[config.mk]
export PLATFORM = sky130hd
export DESIGN_NAME = mul_div_unit
export DESIGN_NICKNAME = d
export VERILOG_FILES = /design/src/rtl/mul_div_unit.sv
export SDC_FILE = /design/constraint.sdc
export NUM_CORES = 1
export LEC_CHECK = 0
export BUFFER_PORTS_ARGS = -buffer_cell sky130_fd_sc_hd__buf_4
export CAP_MARGIN = 25
export CORE_ASPECT_RATIO = 1.4
export CORE_MARGIN = 8
export CORE_UTILIZATION = 30
export DETAILED_ROUTE_END_ITERATION = 6
export PLACE_DENSITY_LB_ADDON = 0.15
export SYNTH_ARGS = -nofsm -noshare
export SYNTH_HDL_FRONTEND = slang
export SYNTH_SLANG_ARGS = --single-unit
[constraint.sdc]
create_clock -name clk -period 2.7 [get_ports clk]
set_clock_uncertainty 0.05 [all_clocks]
set_input_delay 0.54 -clock clk [delete_from_list [all_inputs] [get_ports clk]]
set_output_delay 0.54 -clock clk [all_outputs]
set_load 0.03 [all_outputs]
[src/rtl/mul_div_unit.sv]
// rtl/mul_div_unit.sv - sequential radix-2 unsigned multiply/divide unit
module mul_div_unit #(
    parameter int WIDTH = 16,
    parameter int AW    = 3
) (
    input  logic             clk,
    input  logic             rst,
    input  logic             start,
    input  logic [1:0]       op,
    input  logic [WIDTH-1:0] a,
    input  logic [WIDTH-1:0] b,
    input  logic [AW-1:0]    dst,
    output logic             busy,
    output logic             done,
    output logic [WIDTH-1:0] result,
    output logic [AW-1:0]    wpa,
    output logic             wr,
    output logic             dbz
);

    typedef enum logic [1:0] {IDLE, RUN, DONE} state_t;

    localparam logic [4:0] LAST_ITER = 5'd16;

    state_t           state;
    logic [4:0]       cnt;
    logic [1:0]       op_q;
    logic [AW-1:0]    dst_q;
    logic [WIDTH-1:0] a_q;
    logic [WIDTH-1:0] b_q;
    // hi/lo: product upper/lower half for MUL, remainder/quotient for DIV
    logic [WIDTH-1:0] hi;
    logic [WIDTH-1:0] lo;

    logic [WIDTH-1:0] hi_next;
    logic [WIDTH-1:0] lo_next;
    logic [WIDTH:0]   mul_sum;
    logic [WIDTH:0]   div_shift;
    logic [WIDTH:0]   div_diff;
    logic             is_div;
    logic             div_zero;
    logic [WIDTH-1:0] final_res;

    assign is_div   = op_q[1];
    assign div_zero = is_div && (b_q == '0);

    // One radix-2 iteration: shift-add for MUL, restoring shift-subtract for DIV
    always_comb begin
        mul_sum   = {1'b0, hi} + (lo[0] ? {1'b0, a_q} : '0);
        div_shift = {hi, lo[WIDTH-1]};
        div_diff  = div_shift - {1'b0, b_q};
        hi_next   = hi;
        lo_next   = lo;
        if (!is_div) begin
            hi_next = mul_sum[WIDTH:1];
            lo_next = {mul_sum[0], lo[WIDTH-1:1]};
        end else if (div_shift >= {1'b0, b_q}) begin
            hi_next = div_diff[WIDTH-1:0];
            lo_next = {lo[WIDTH-2:0], 1'b1};
        end else begin
            hi_next = div_shift[WIDTH-1:0];
            lo_next = {lo[WIDTH-2:0], 1'b0};
        end
    end

    // Select the half or field requested by the captured op; zero divisor is forced explicitly
    always_comb begin
        final_res = '0;
        case (op_q)
            2'b00: final_res = lo;
            2'b01: final_res = hi;
            2'b10: final_res = div_zero ? '1 : lo;
            2'b11: final_res = div_zero ? a_q : hi;
            default: final_res = '0;
        endcase
    end

    // Control FSM with registered handshake outputs and result hold
    always_ff @(posedge clk) begin
        if (rst) begin
            state  <= IDLE;
            cnt    <= '0;
            op_q   <= '0;
            dst_q  <= '0;
            a_q    <= '0;
            b_q    <= '0;
            hi     <= '0;
            lo     <= '0;
            busy   <= 1'b0;
            done   <= 1'b0;
            wr     <= 1'b0;
            dbz    <= 1'b0;
            result <= '0;
            wpa    <= '0;
        end else begin
            case (state)
                IDLE: begin
                    done <= 1'b0;
                    wr   <= 1'b0;
                    if (start) begin
                        state <= RUN;
                        cnt   <= '0;
                        op_q  <= op;
                        dst_q <= dst;
                        a_q   <= a;
                        b_q   <= b;
                        hi    <= '0;
                        // MUL consumes the multiplier from lo; DIV shifts the dividend out of lo
                        lo    <= op[1] ? a : b;
                        busy  <= 1'b1;
                        dbz   <= 1'b0;
                    end
                end
                RUN: begin
                    if (cnt == LAST_ITER) begin
                        state  <= DONE;
                        done   <= 1'b1;
                        wr     <= 1'b1;
                        result <= final_res;
                        wpa    <= dst_q;
                        dbz    <= div_zero;
                    end else begin
                        hi  <= hi_next;
                        lo  <= lo_next;
                        cnt <= cnt + 5'd1;
                    end
                end
                DONE: begin
                    state <= IDLE;
                    busy  <= 1'b0;
                    done  <= 1'b0;
                    wr    <= 1'b0;
                end
                default: begin
                    state <= IDLE;
                    busy  <= 1'b0;
                    done  <= 1'b0;
                    wr    <= 1'b0;
                end
            endcase
        end
    end

endmodule

* Word-level counts from Yosys, hierarchy flattened
Cells that the tools add are included.
Operators by class: divide/modulo/power cells 0, order comparisons 1, $add $sub $neg 3, equal/unequal tests 8, reduce and logical (&&, ||, !) cells 12, shift-type cells 0, $mul 0, multiplexer cells 26, bitwise logic cells 1
Operators with widths (number):
- $mux 16 | 11
- $pmux 16 s2 | 2
- $pmux 16 s4 | 1
- $add 16x16->17 | 1
- $ge 17x16->1 | 1
- $logic_not 16->1 | 1
- $sub 16x16->16 | 1
- $mux 5 | 2
- $pmux 5 s2 | 1
- $reduce_and 2->1 | 4
- $ne 2x2->1 const B | 3
- $reduce_and 3->1 | 2
- $add 5x1->5 const B | 1
- $eq 5x5->1 const B | 1
- $eq 2x1->1 const B | 2
- $eq 2x2->1 const B | 2
- $logic_not 2->1 | 2
- $mux 1 | 4
- $mux 2 | 2
- $pmux 1 s2 | 2
- $pmux 2 s2 | 1
- $reduce_bool 2->1 | 1
- $reduce_or 2->1 | 1
- $logic_and 1x1->1 | 1
- $not 1->1 | 1
Storage, ports and cells: logic and storage cells 64, memory bits (read-only) 0, memories 0, flip-flop bits (word level) 98, latch bits 0, RAM bits 0, input bits 40

* Depth between registers and ports, before layout
depth in word-level cells 5, gate-level depth with buffers 13, mapped depth without buffers 12

* Worst setup path after synthesis
OpenSTA, ideal clock, no wires.
kind register to register, start reg lo[0], end reg hi[15], buffers on the path 2, library setup time 0.103 ns, stages on the path, launching flop included 13, arrival 2.528 ns, setup slack 0.019 ns, cells stage by stage dfxtp_1 clkbuf_1 clkbuf_1 nand2_1 fa_1 nor2b_1 o21ai_1 a21oi_1 o41ai_2 o21ai_1 and3_1 a41oi_1 a2111oi_2
On the way: cells in the longest elaborated chain, start to end 5
Ends and longest elaborated chain:
- start: declaration | RTL line 33 | logic [WIDTH-1:0] lo;
- start signal: assignment | RTL line 109 | lo <= op[1] ? a : b;
- start signal: assignment | RTL line 124 | lo <= lo_next;
- $mux 16 | RTL line 49 | mul_sum = {1'b0, hi} + (lo[0] ? {1'b0, a_q} : '0);
- $add 16x16->17 | RTL line 49
- $mux 16 | RTL line 54 | if (!is_div) begin
- $mux 16 | RTL line 115 | if (cnt == LAST_ITER) begin
- $pmux 16 s2 | RTL line 96 | case (state)
- end signal: assignment | RTL line 123 | hi <= hi_next;
- end: declaration | RTL line 32 | logic [WIDTH-1:0] hi;
No other way between the ends. The select of a mux whose other input is x is not followed. A chain may end at the register's enable or synchronous reset.

* Worst setup path after layout
start reg b_q[1], end reg hi[15]
On the way: cells in the longest elaborated chain, start to end 5, elaborated cells between the ends (all ways) 6, those cells by class add/sub: 1; order compare: 1; mux: 4
Ends and longest elaborated chain:
- start: declaration | RTL line 30 | logic [WIDTH-1:0] b_q;
- start signal: assignment | RTL line 86 | b_q <= '0;
- start signal: assignment | RTL line 106 | b_q <= b;
- $sub 16x16->16 or $ge 17x16->1 (tied branches) | RTL line 51, 57
- $mux 16 * | RTL line 57 | end else if (div_shift >= {1'b0, b_q}) begin
- $mux 16 * | RTL line 54
- $mux 16 * | RTL line 115
- $pmux 16 s2 * | RTL line 96
Every way passes the cells marked *; elsewhere a longest branch is shown, timed or not. The select of a mux whose other input is x is not followed.

==> summary.txt <==
CTS
  – TritonCTS clock tree: yes
  – Root buf cell: clkbuf_16
  – Worst skew pair latency: 0.35 ns
  – CTS Sinks: 98
  – Clock Path Buffers: 2
  – CTS Hold Buffers Added: 0
  – Htree depth: 3
  – TritonCTS Buffers: 9
  – Clock transition at path regs: 0.07 ns

Layout
  – FF+latch area: 0.00196 mm²
  – Fin area: 0.00752 mm²
  – Layout cell share with drive strength beyond 1: 18.6%
  – Ant diodes: 0
  – FILL cells: 2063
  – Nets: 933
  – Area of the multi-input gates: 0.00386 mm²
  – Commonest non-fill, non-tap cells in the layout: buf_4 (116), nand2_1 (104), dfxtp_1 (97)
  – Commonest non-fill, non-tap cell in the layout: buf_4
  – Area Growth Syn to Fin: 23.4%

Die
  – CORE AREA: 0.0199 mm²
  – Initial Util: 30.6%
  – DIE WIDTH: 137 µm
  – Core Rows: 61
  – Die height: 185 µm
  – Die ar.: 0.0252 mm²
  – I/O pin cnt: 63

Logic synthesis
  – Largest family of logic cells by synthesized area: compound AO/OA/AOI/OAI gates
  – Post-synthesis xor/xnor area fraction: 4.02%
  – Post-synth EDFFs: 0
  – Synth Register Bits: 98
  – Post-synthesis mux area share: 7.71%
  – Fraction of the mapped netlist area in adder cells: 7.63%
  – Seq/Total Area, Yosys: 32.2%
  – Post-synthesis compound-gate area fraction: 23.9%
  – Main synth FF type: dfxtp_1
  – Synth Net Count: 846
  – Synth cell types: 64
  – Asr flop ratio synth: 0%
  – Synthesized cell area: 0.00610 mm²
  – Synthesis Warnings: 0
  – Post-synthesis simple-gate area fraction: 19.5%
  – Avg Cell Area, Syn: 7.92 µm²
  – Synthesized instance count: 770

Timing
  – Fin worst setup slack: 0.126 ns
  – Final Hold Viols: 0
  – Final setup viols: 0
  – Fmax: 389 MHz
  – Slew @ Worst Pin: 0.450 ns
  – Final period util: 95.3%
  – RSZ-0062 raised after global routing: true
  – Min cycle time layout: 2.57 ns
  – Final Max Slew Viols: 0
  – Max-slew headroom: 69.7%

Routing
  – Drt first-iter violations: 290
  – Via-to-Cell Ratio: 5.03
  – Routed via count: 5607
  – Initial DRT Pass Iterations: 4
  – Drt drc: 0
  – Post-detailed-route count of antenna-violating nets: 0
  – Total wire length: 19800 µm
  – DR WL/cell: 17.8 µm

Placed design
  – Final GP Congestion: 0.843
  – Dpl hpwl: 15400 µm
  – DP Area: 0.00715 mm²
  – DP Worst Slack: 0.0164 ns
  – Port buffer count: 62

Critical path
  – Worst reg2reg path depth: 10
  – Critical path endpoint category: register
  – Critical Path Stages: 10
  – CP Max Fanout: 3
  – Worst path max stage delay: 0.35 ns
  – Critical Path RT: 2.89 ns
  – CP cell instances: inv_1 > ha_1 > nor2b_1 > o2111ai_1 > o211ai_2 > a32oi_2 > a311o_1 > nand3_1 > o311a_1 > a2111oi_2
  – Slowest cell on crit path: dfxtp_1
  – Crit path max-delay family: compound AO/OA/AOI/OAI gates
  – Arrival @ worst endpoint: 2.77 ns
  – Worst path bufs/invs: 1
  – Startpoint Class: register
  – WS Path Type: register to register

Global routing
  – Initial antenna violation count: 0
  – Vias in the first global route: 5688
  – Largest net degree at the start of global routing: 65
  – First-pass GRT wire length: 31600 µm
  – Grt total ovfl: 0
  – Gr usage total: 16.1%

Min path
  – Hold Crit Depth: 3
  – Hold Path Class: input port to register

Power and ir drop
  – Pwr Density: 507 mW/mm²
  – Worst vdd ir: 342 µV
  – Static Leak: 3.08 nW

Job
  – Max_cap viols: 0

Status
  – Status: completed
routing by layer:
metal | GRT usage [%] | wire, µm
met5 | 0 | 0
met4 | 5.82 | 356
met3 | 2.37 | 570
met2 | 27.4 | 9860
met1 | 20.1 | 9010
stage by stage:
step / power [mW] / utilization [%] / hold slack (ns) / instances / TNS [ns]
final: 3.82 / 37.8 / 0.379 / 1114 / 0
after global routing: 4.01 / 37.8 / 0.379 / 1114 / -0.0958
after CTS: 3.80 / 37.3 / 0.369 / 1106 / 0
after detailed placement: 2.54 / 35.9 / 0.400 / 1090 / 0
after global placement: 2.54 / 35.9 / 0.396 / 1090 / 0
after floorplan: 2.23 / - / 0.386 / 770 / 0
path summary, 6_finish.rpt:
| kind | endpoint | slack [ns] | from |
|---|---|---|---|
| setup / recovery | hi[15] | 0.13 | b_q[1] |
| hold / removal | dst_q[0] | 0.38 | dst[0] |
| setup reg to reg | hi[15] | 0.13 | b_q[1] |
| hold reg to reg | b_q[15] | 0.41 | b_q[15] |
worst min-delay path, stage by stage:
cell and delay, ns:
buf_4 0.11, nand2_1 0.04, a21oi_1 0.05
power by group:
| group | internal (mW) | switching [mW] | leakage (nW) |
|---|---|---|---|
| Combinational | 0.451 | 0.544 | 2.14 |
| Clock | 0.651 | 0.601 | 0.139 |
| Sequential | 1.51 | 0.0603 | 0.800 |
kinds of logic after synthesis:
group	count (synthesis)
AOI/OAI and AO/OA	225
muxes	47
and+or+nand+nor	260
xor gates and xnor gates	28
buffers and inverters	76
adders and majority gates	36
DFF	98
state kept, by name, indices dropped and copies added (netlist names), 2 cells and up:
register  flops
a_q          16
b_q          16
hi           16
lo           16
result       16
cnt           5
dst_q         3
wpa           3
op_q          2
state         2
area by class of cell:
class / instances / share of cell area [%]
multi-input cells: 596 / 51.3
clock buffers: 10 / 3.18
repair buffers: 122 / 13.2
inverters: 30 / 1.50
well taps: 252 / 4.19
clock inverters: 6 / 0.532
flip-flops and latches: 98 / 26.1
Yosys cell counts (2+ instances only):
cell / n / area share (%)
a211oi_1: 51 / 6.3
a21o_1: 9 / 1.1
a21oi_1: 93 / 7.6
a22oi_1: 8 / 0.98
a31oi_1: 5 / 0.51
and2_1: 15 / 1.5
and3_1: 2 / 0.21
buf_1: 2 / 0.12
buf_2: 2 / 0.16
clkbuf_1: 40 / 2.5
dfxtp_1: 98 / 32
fa_1: 2 / 0.66
ha_1: 34 / 7.0
inv_1: 30 / 1.8
mux2i_1: 47 / 7.7
nand2_1: 104 / 6.4
nand3_1: 7 / 0.57
nand3b_1: 2 / 0.25
nand4_1: 4 / 0.41
nor2_1: 74 / 4.6
nor2b_1: 18 / 1.8
nor3_1: 17 / 1.4
nor3_2: 2 / 0.33
nor4_1: 4 / 0.41
o2111ai_1: 2 / 0.29
o211ai_1: 5 / 0.62
o21a_1: 2 / 0.25
o21ai_0: 13 / 1.1
o21ai_1: 14 / 1.1
o221ai_1: 2 / 0.29
or2_2: 2 / 0.21
or3_1: 2 / 0.21
xnor2_1: 16 / 2.3
xor2_1: 12 / 1.7
what timing repair did:
item | in CTS | in global routing
setup endpoints to repair | 2 | 6
pin swaps | 1 | 5
setup buffers | 0 | 8
gates resized for setup | 2 | 5
cloned | 0 | 0
(Power assumes the default switching activity.)
